--- src/rtl/instr_sequencer_if.sv ---
// instr_sequencer_if: instruction handshake and program-load bus between sequencer and its neighbours
interface instr_sequencer_if #(
    parameter int INSTR_WIDTH = 16,
    parameter int ADDR_WIDTH = 6
);
    logic                   instr_valid;
    logic                   instr_ready;
    logic [INSTR_WIDTH-1:0] instruction;
    logic                   prog_we;
    logic [ADDR_WIDTH-1:0]  prog_addr;
    logic [INSTR_WIDTH-1:0] prog_data;

    modport master (
        output instr_valid, instruction,
        input  instr_ready, prog_we, prog_addr, prog_data
    );

    modport slave (
        input  instr_valid, instruction,
        output instr_ready, prog_we, prog_addr, prog_data
    );
endinterface

--- src/rtl/instr_sequencer.sv ---
// instr_sequencer: program RAM plus PC sequencer feeding the control unit; define SEQ_STEP_EN for single-step PAUSE
module instr_sequencer #(
    parameter int INSTR_WIDTH = 16,
    parameter int DEPTH = 64,
    parameter int ADDR_WIDTH = 6
) (
    input  logic                  clock,
    input  logic                  reset,
    input  logic                  start,
`ifdef SEQ_STEP_EN
    input  logic                  step,
`endif
    instr_sequencer_if.master     bus,
    output logic [ADDR_WIDTH-1:0] pc,
    output logic                  busy,
    output logic                  done,
    output logic                  overrun
);
    typedef enum logic [2:0] {
        IDLE, FETCH, DECODE, ISSUE, DONE
`ifdef SEQ_STEP_EN
        , PAUSE
`endif
    } state_t;

    state_t                 state, state_n;
    logic [INSTR_WIDTH-1:0] ram [DEPTH];
    logic [INSTR_WIDTH-1:0] instr_reg, instruction_n;
    logic [ADDR_WIDTH-1:0]  pc_n, target;
    logic                   valid_n, overrun_n, loop_active, loop_active_n;
    logic [3:0]             loop_cnt, loop_cnt_n, opcode, count;
    logic                   last, idle;

    assign opcode = instr_reg[INSTR_WIDTH-1 -: 4];
    assign count  = instr_reg[11:8];
    assign target = instr_reg[ADDR_WIDTH-1:0];
    assign last   = pc == ADDR_WIDTH'(DEPTH - 1);
    assign idle   = state == IDLE || state == DONE;
    assign busy   = !idle;
    assign done   = state == DONE;

    // program load only while stopped; word at pc is captured at the end of FETCH
    always_ff @(posedge clock) begin
        if (bus.prog_we && idle) ram[bus.prog_addr] <= bus.prog_data;
        if (state == FETCH) instr_reg <= ram[pc];
    end

    // state and datapath registers
    always_ff @(posedge clock) begin
        if (reset) begin
            state           <= IDLE;
            pc              <= '0;
            bus.instr_valid <= 1'b0;
            bus.instruction <= '0;
            overrun         <= 1'b0;
            loop_active     <= 1'b0;
            loop_cnt        <= '0;
        end else begin
            state           <= state_n;
            pc              <= pc_n;
            bus.instr_valid <= valid_n;
            bus.instruction <= instruction_n;
            overrun         <= overrun_n;
            loop_active     <= loop_active_n;
            loop_cnt        <= loop_cnt_n;
        end
    end

    // next state: flow-control words resolve in DECODE, others are issued over the handshake
    always_comb begin
        state_n       = state;
        pc_n          = pc;
        valid_n       = bus.instr_valid;
        instruction_n = bus.instruction;
        overrun_n     = overrun;
        loop_active_n = loop_active;
        loop_cnt_n    = loop_cnt;
        case (state)
            IDLE, DONE: begin
                if (state == IDLE || start) begin
                    loop_active_n = 1'b0;
                    loop_cnt_n    = '0;
                end
                if (start) begin
                    state_n   = FETCH;
                    pc_n      = '0;
                    overrun_n = 1'b0;
                end
            end
            FETCH: state_n = DECODE;
            DECODE: begin
                state_n = FETCH;
                if (opcode == 4'hF) state_n = DONE;
                else if (opcode == 4'hE) pc_n = target;
                else if (opcode == 4'hD) begin
                    if (loop_active ? loop_cnt == 4'd0 : count == 4'd0) begin
                        loop_active_n = 1'b0;
                        if (last) begin
                            state_n   = DONE;
                            overrun_n = 1'b1;
                        end else pc_n = pc + 1'b1;
                    end else begin
                        loop_active_n = 1'b1;
                        loop_cnt_n    = loop_active ? loop_cnt - 4'd1 : count - 4'd1;
                        pc_n          = target;
                    end
                end else begin
                    state_n       = ISSUE;
                    valid_n       = 1'b1;
                    instruction_n = instr_reg;
                end
            end
            ISSUE: if (bus.instr_ready) begin
                valid_n = 1'b0;
                if (last) begin
                    state_n   = DONE;
                    overrun_n = 1'b1;
                end else begin
                    pc_n = pc + 1'b1;
`ifdef SEQ_STEP_EN
                    state_n = PAUSE;
`else
                    state_n = FETCH;
`endif
                end
            end
`ifdef SEQ_STEP_EN
            PAUSE: if (step) state_n = FETCH;
`endif
            default: state_n = IDLE;
        endcase
    end
endmodule

--- src/flat_wrapper.sv ---
// flat-port wrapper written by rule: the top's interface ports become plain ports
module instr_sequencer_flat 
#(
    parameter int INSTR_WIDTH = 16,
    parameter int DEPTH = 64,
    parameter int ADDR_WIDTH = 6
)
  (clock, reset, start, pc, busy, done, overrun, bus_instr_valid, bus_instruction, bus_instr_ready, bus_prog_we, bus_prog_addr, bus_prog_data);
  instr_sequencer_if #(.INSTR_WIDTH(INSTR_WIDTH), .ADDR_WIDTH(ADDR_WIDTH)) bus_i ();
  input  logic clock;
  input  logic reset;
  input  logic start;
  output logic [ADDR_WIDTH-1:0] pc;
  output logic busy;
  output logic done;
  output logic overrun;
  output wire logic [$bits(bus_i.instr_valid)-1:0] bus_instr_valid;
  output wire logic [$bits(bus_i.instruction)-1:0] bus_instruction;
  input wire logic [$bits(bus_i.instr_ready)-1:0] bus_instr_ready;
  input wire logic [$bits(bus_i.prog_we)-1:0] bus_prog_we;
  input wire logic [$bits(bus_i.prog_addr)-1:0] bus_prog_addr;
  input wire logic [$bits(bus_i.prog_data)-1:0] bus_prog_data;
  assign bus_instr_valid = bus_i.instr_valid;
  assign bus_instruction = bus_i.instruction;
  assign bus_i.instr_ready = bus_instr_ready;
  assign bus_i.prog_we = bus_prog_we;
  assign bus_i.prog_addr = bus_prog_addr;
  assign bus_i.prog_data = bus_prog_data;
  instr_sequencer #(.INSTR_WIDTH(INSTR_WIDTH), .DEPTH(DEPTH), .ADDR_WIDTH(ADDR_WIDTH)) u_core (.clock(clock), .reset(reset), .start(start), .bus(bus_i), .pc(pc), .busy(busy), .done(done), .overrun(overrun));
endmodule
--- config.mk ---
export PLATFORM = sky130hd
export DESIGN_NAME = instr_sequencer_flat
export DESIGN_NICKNAME = d
export VERILOG_FILES = /design/src/rtl/instr_sequencer_if.sv /design/src/rtl/instr_sequencer.sv /design/src/flat_wrapper.sv
export SDC_FILE = /design/constraint.sdc
export NUM_CORES = 1
export LEC_CHECK = 0
export CAP_MARGIN = 10
export CORE_MARGIN = 5
export CORE_UTILIZATION = 52
export CTS_BUF_LIST = sky130_fd_sc_hd__clkbuf_2 sky130_fd_sc_hd__clkbuf_4 sky130_fd_sc_hd__clkbuf_8
export CTS_CLUSTER_DIAMETER = 40
export DETAILED_ROUTE_END_ITERATION = 10
export MAX_ROUTING_LAYER = met4
export PLACE_DENSITY = 0.68
export RECOVER_POWER = 100
export SLEW_MARGIN = 30
export SYNTH_ARGS = -nofsm -noshare
export SYNTH_HDL_FRONTEND = slang
export SYNTH_SLANG_ARGS = --single-unit
--- constraint.sdc ---
create_clock -name clock -period 3.73 [get_ports clock]
set_clock_uncertainty 0.1 [all_clocks]
set_input_delay 0.5595 -clock clock [delete_from_list [all_inputs] [get_ports clock]]
set_output_delay 0.5595 -clock clock [all_outputs]
set_load 0.03 [all_outputs]
# After elaboration in Yosys (flattened, before gate mapping)
# Memory sizes are Yosys's and may differ from the RTL's. A register that Yosys moved wholly into a read port is not among the register bits.
# Cells that the tools add are included.
# W data, S select, Z words.
# classes
n_mux,45
bitwise_logic,3
eq_ne,18
n_reduce_logical,18
addsub,3
# op_table
operator,n
$mux W6,7
$mux W4,6
$mux W3,7
$mux W1,19
$pmux W6 S3,1
$reduce_and A5 Y1,3
$eq A4 B4 Y1 const B,3
$ne A2 B2 Y1 const B,6
$pmux W3 S4,1
$logic_not A4 Y1,2
$pmux W4 S2,1
$sub A4 B1 Y4 const B,2
$reduce_and A7 Y1,1
$add A6 B1 Y6 const B,1
$eq A3 B2 Y1 const B,2
$eq A6 B6 Y1 const B,1
$ne A2 B1 Y1 const B,3
$reduce_and A6 Y1,1
$pmux W1 S2,2
$reduce_and A4 Y1,1
$reduce_bool A2 Y1,2
$eq A3 B1 Y1 const B,1
$eq A3 B3 Y1 const B,1
$logic_not A3 Y1,1
9 further kinds,12
# totals
mem_bits_rw,1024
out_inout_bits,26
wordCells,95
inputBits,27
ff_bits,32
mem_count,1
# mem_list
name,depth,width,rd,rd_ports_with_merged_regs,write_ports,line,text
u_core.ram,64,16,1,1,1,instr_sequencer.sv:27,logic [INSTR_WIDTH-1:0] ram [DEPTH];

# Depth between registers and ports, before layout
# depth
depth_word,7
ltp_mapped,10
mapped_depth_nobuf,6

# Least setup slack after synthesis
# Ideal clock, no wire load.
# synth_path
kind,reg2reg
startpoint,reg u_core.pc[0]
endpoint,"reg u_core.instr_reg[15], read port of u_core.ram (data pin)"
path_stages_with_launch,9
slack_ns,1.149
t_arrival_ns,2.224
synth_period_minus_slack_ns,2.581
cell_sequence,dfxtp_1 buf_6 buf_8 buf_6 buf_4 mux4_2 a211oi_1 a21oi_1 a32o_1
# synth_lines
element,line,text
start: declaration,instr_sequencer.sv:14,"output logic [ADDR_WIDTH-1:0] pc,"
start signal: assignment,instr_sequencer.sv:60,pc <= pc_n;
end: declaration,instr_sequencer.sv:28,"logic [INSTR_WIDTH-1:0] instr_reg, instruction_n;"

==> results.tsv <==
metric	value	unit
max_stage_delay	0.82	ns
ys_ff_latch	1072	
synth_cell_types	65	
drt_iter0_drc	2761	
combPwrFrac	0.231	
hold_path_class	reg2reg	
clockBufferDepth	3	
p_switching	9150	uW
die_w	293	um
track_usage	0.254	
crit_arrival	3.99	ns
wirelength	106000	um
grt_pass1_vias	21800	
rows	103	
start_util	0.525	
synth.area.top_cells	edfxtp_1 (75%), mux4_2 (11%), mux2i_1 (3.3%)	
outcome	complete, but fails checks	
fmax	281	MHz
pwr-share-seq	0.462	
wl_per_cell	30.5	um
yosysSeqAreaShare	0.767	
core_area	0.0791	mm^2
power_density	648	mW/mm^2
async_flop_share	0	
slew_viol_final	828	
cp-end-kind	flop	
p_sw_frac	0.302	
rsz0062_at_grt	false	
worstPathMaxFanout	14	
fin_nets	2308	
grt_max_degree	69	
path_buf_inv	3	
cp.required	4.16	ns
critPathLaunchType	flop	
cpMostUsedCell	clkbuf_2	
clk_pin_slew	0.07	ns
syn_inst	2024	
dieArea	0.0857	mm^2
syn-cell-area	0.0416	mm^2
cts_setup_buffers	0	
synth_top_area_cell	edfxtp_1	
vias_per_cell	6.36	
internal_power	21100	uW
synth-edff-count	1040	
dp_cells	3166	
cts-root-buf	clkbuf_8	
synthFlopType	edfxtp_1	
drv_cap	19	
cts_sinks	1072	
worst_slew_pin_slew	3.21	ns
hold_viol_final	0	
portBuffers	52	
avgSynthCellArea	20.5	um^2
drc	0	
path_delay_family	buffers and inverters	
dr_total_vias	22000	
ctsHoldBuffers	0	
violations	max-capacitance violations, max-slew violations	
synthesis.nets	2053	
crit_type	reg2reg	
path_cells	clkbuf_2 > nand3b_1 > clkbuf_2 > o22ai_1 > a2111oi_0 > buf_4 > nor4_1	
p_clk_frac	0.307	
finish.utilization	0.591	
largest_reg_flops	1024	
dp_hpwl	63600	um
peakVddDrop	0.353	mV
fin_crit	3.56	ns
cts_inserted_buffers	161	
synth_most_common_cell	edfxtp_1	
io_pins	53	
slowest_stage	a2111oi_0	
grt_pass1_wl	153000	um
finalSetupViolCount	0	
finalPower	30300	uW
die_y	293	um
p_leak	0.0143	uW
antenna_found_initial	1	
route.antenna.remaining_nets	0	
clock_latency	0.81	ns
place_congestion	0.888	
area_growth	12.5	%
synth_commonest_cells	edfxtp_1 (1040), mux4_2 (199), mux2i_1 (139), nor2_1 (98), nand2_1 (65)	
slew_headroom	-1.14	
drtPass1Iterations	5	
gr-total-overflow	0	
nFillCells	5720	
cts_max_level	4	
finalCritPeriodShare	0.955	
final_cells	3462	
yosys_warnings	0	
final_layout_size_suffix_gt1_frac	0.234	
synth.top_cell.area_share	0.751	
cts_tree	yes	
ctsResizeCount	0	
[worst min-delay path: stages, from the launching register on]
cell     delay [ns]
dfxtp_1        0.31
nand2_1        0.05
a21oi_1        0.05
[through the flow]
step | area, um^2 | setup slack [ns] | hold slack, ns | TNS, ns
6_report | 46800 | 0.169 | 0.349 | 0
5_1_grt | 46800 | 0.204 | 0.382 | 0
4_1_cts | 47100 | 0.432 | 0.137 | 0
3_5_place_dp | 44000 | 0.550 | 0.348 | 0
3_3_place_gp | 43900 | -0.434 | 0.338 | -0.434
2_1_floorplan | 41600 | 1.15 | 0.331 | 0
[metal layers]
layer  vias up  wire length (um)  GRT usage
met2      1294             50200      0.379
li1       9004                 -          -
met1     11500             41700      0.354
met5         -                 0          -
met3       185             10200     0.0528
met4         0              3600     0.0928
[final cells by class]
cell class | instances | area (um^2) | area share
multi-input combinational | 832 | 9010 | 0.193
tap | 1050 | 1310 | 0.0281
clock buffer | 223 | 2700 | 0.0577
sequential | 1072 | 31900 | 0.682
antenna | 1 | 2.50 | 0.0000535
clock inverter | 72 | 444 | 0.00950
inverter | 7 | 26.3 | 0.000562
timing repair buffer | 205 | 1390 | 0.0297
[cell usage in the layout, fill, tap and decap left out, types with 25 or more instances in the layout]
cell type         n
a22oi_1          26
mux4_2          199
clkinv_1         34
nand2_1          65
o22ai_1          33
buf_4            54
a21oi_1          55
nor2_1           98
dlygate4sd3_1    25
dfxtp_1          28
clkbuf_4         59
mux2i_1         139
edfxtp_1       1040
clkbuf_8        164
clkbuf_1         86
a211oi_1         31
[final timing paths]
check	from	endpoint	slack, ns	depth (start not counted)
worst max-delay path	u_core.pc[2]	u_core.instr_reg[4]	0.17	7
worst min-delay path	u_core.bus.instruction[10]	u_core.bus.instruction[10]	0.35	2
worst min register to register	u_core.bus.instruction[10]	u_core.bus.instruction[10]	0.35	2
worst max register to register	u_core.pc[2]	u_core.instr_reg[4]	0.17	7
[power by group through the flow]
stage	combinational (uW)	clock (uW)	sequential [uW]
after detailed placement	7010	0	14200
after floorplan	4150	0	14000
after global placement	6920	0	14200
final	7000	9300	14000
after CTS	7040	9440	13900
after global routing	7330	10000	14000
[logic make-up (layout without fill, tap and decap cells)]
logic type      after synthesis  in the layout  share of synthesized area
fa+ha+maj                     2              2                   0.000602
buf+inv                     120            507                     0.0170
mux                         353            353                      0.149
flops                      1072           1072                      0.767
other cells                   0              1                          0
compound gates              242            242                     0.0406
xor+xnor                      2              2                   0.000421
simple gates                233            233                     0.0252
Note: power is estimated with default switching activity, not from simulation.
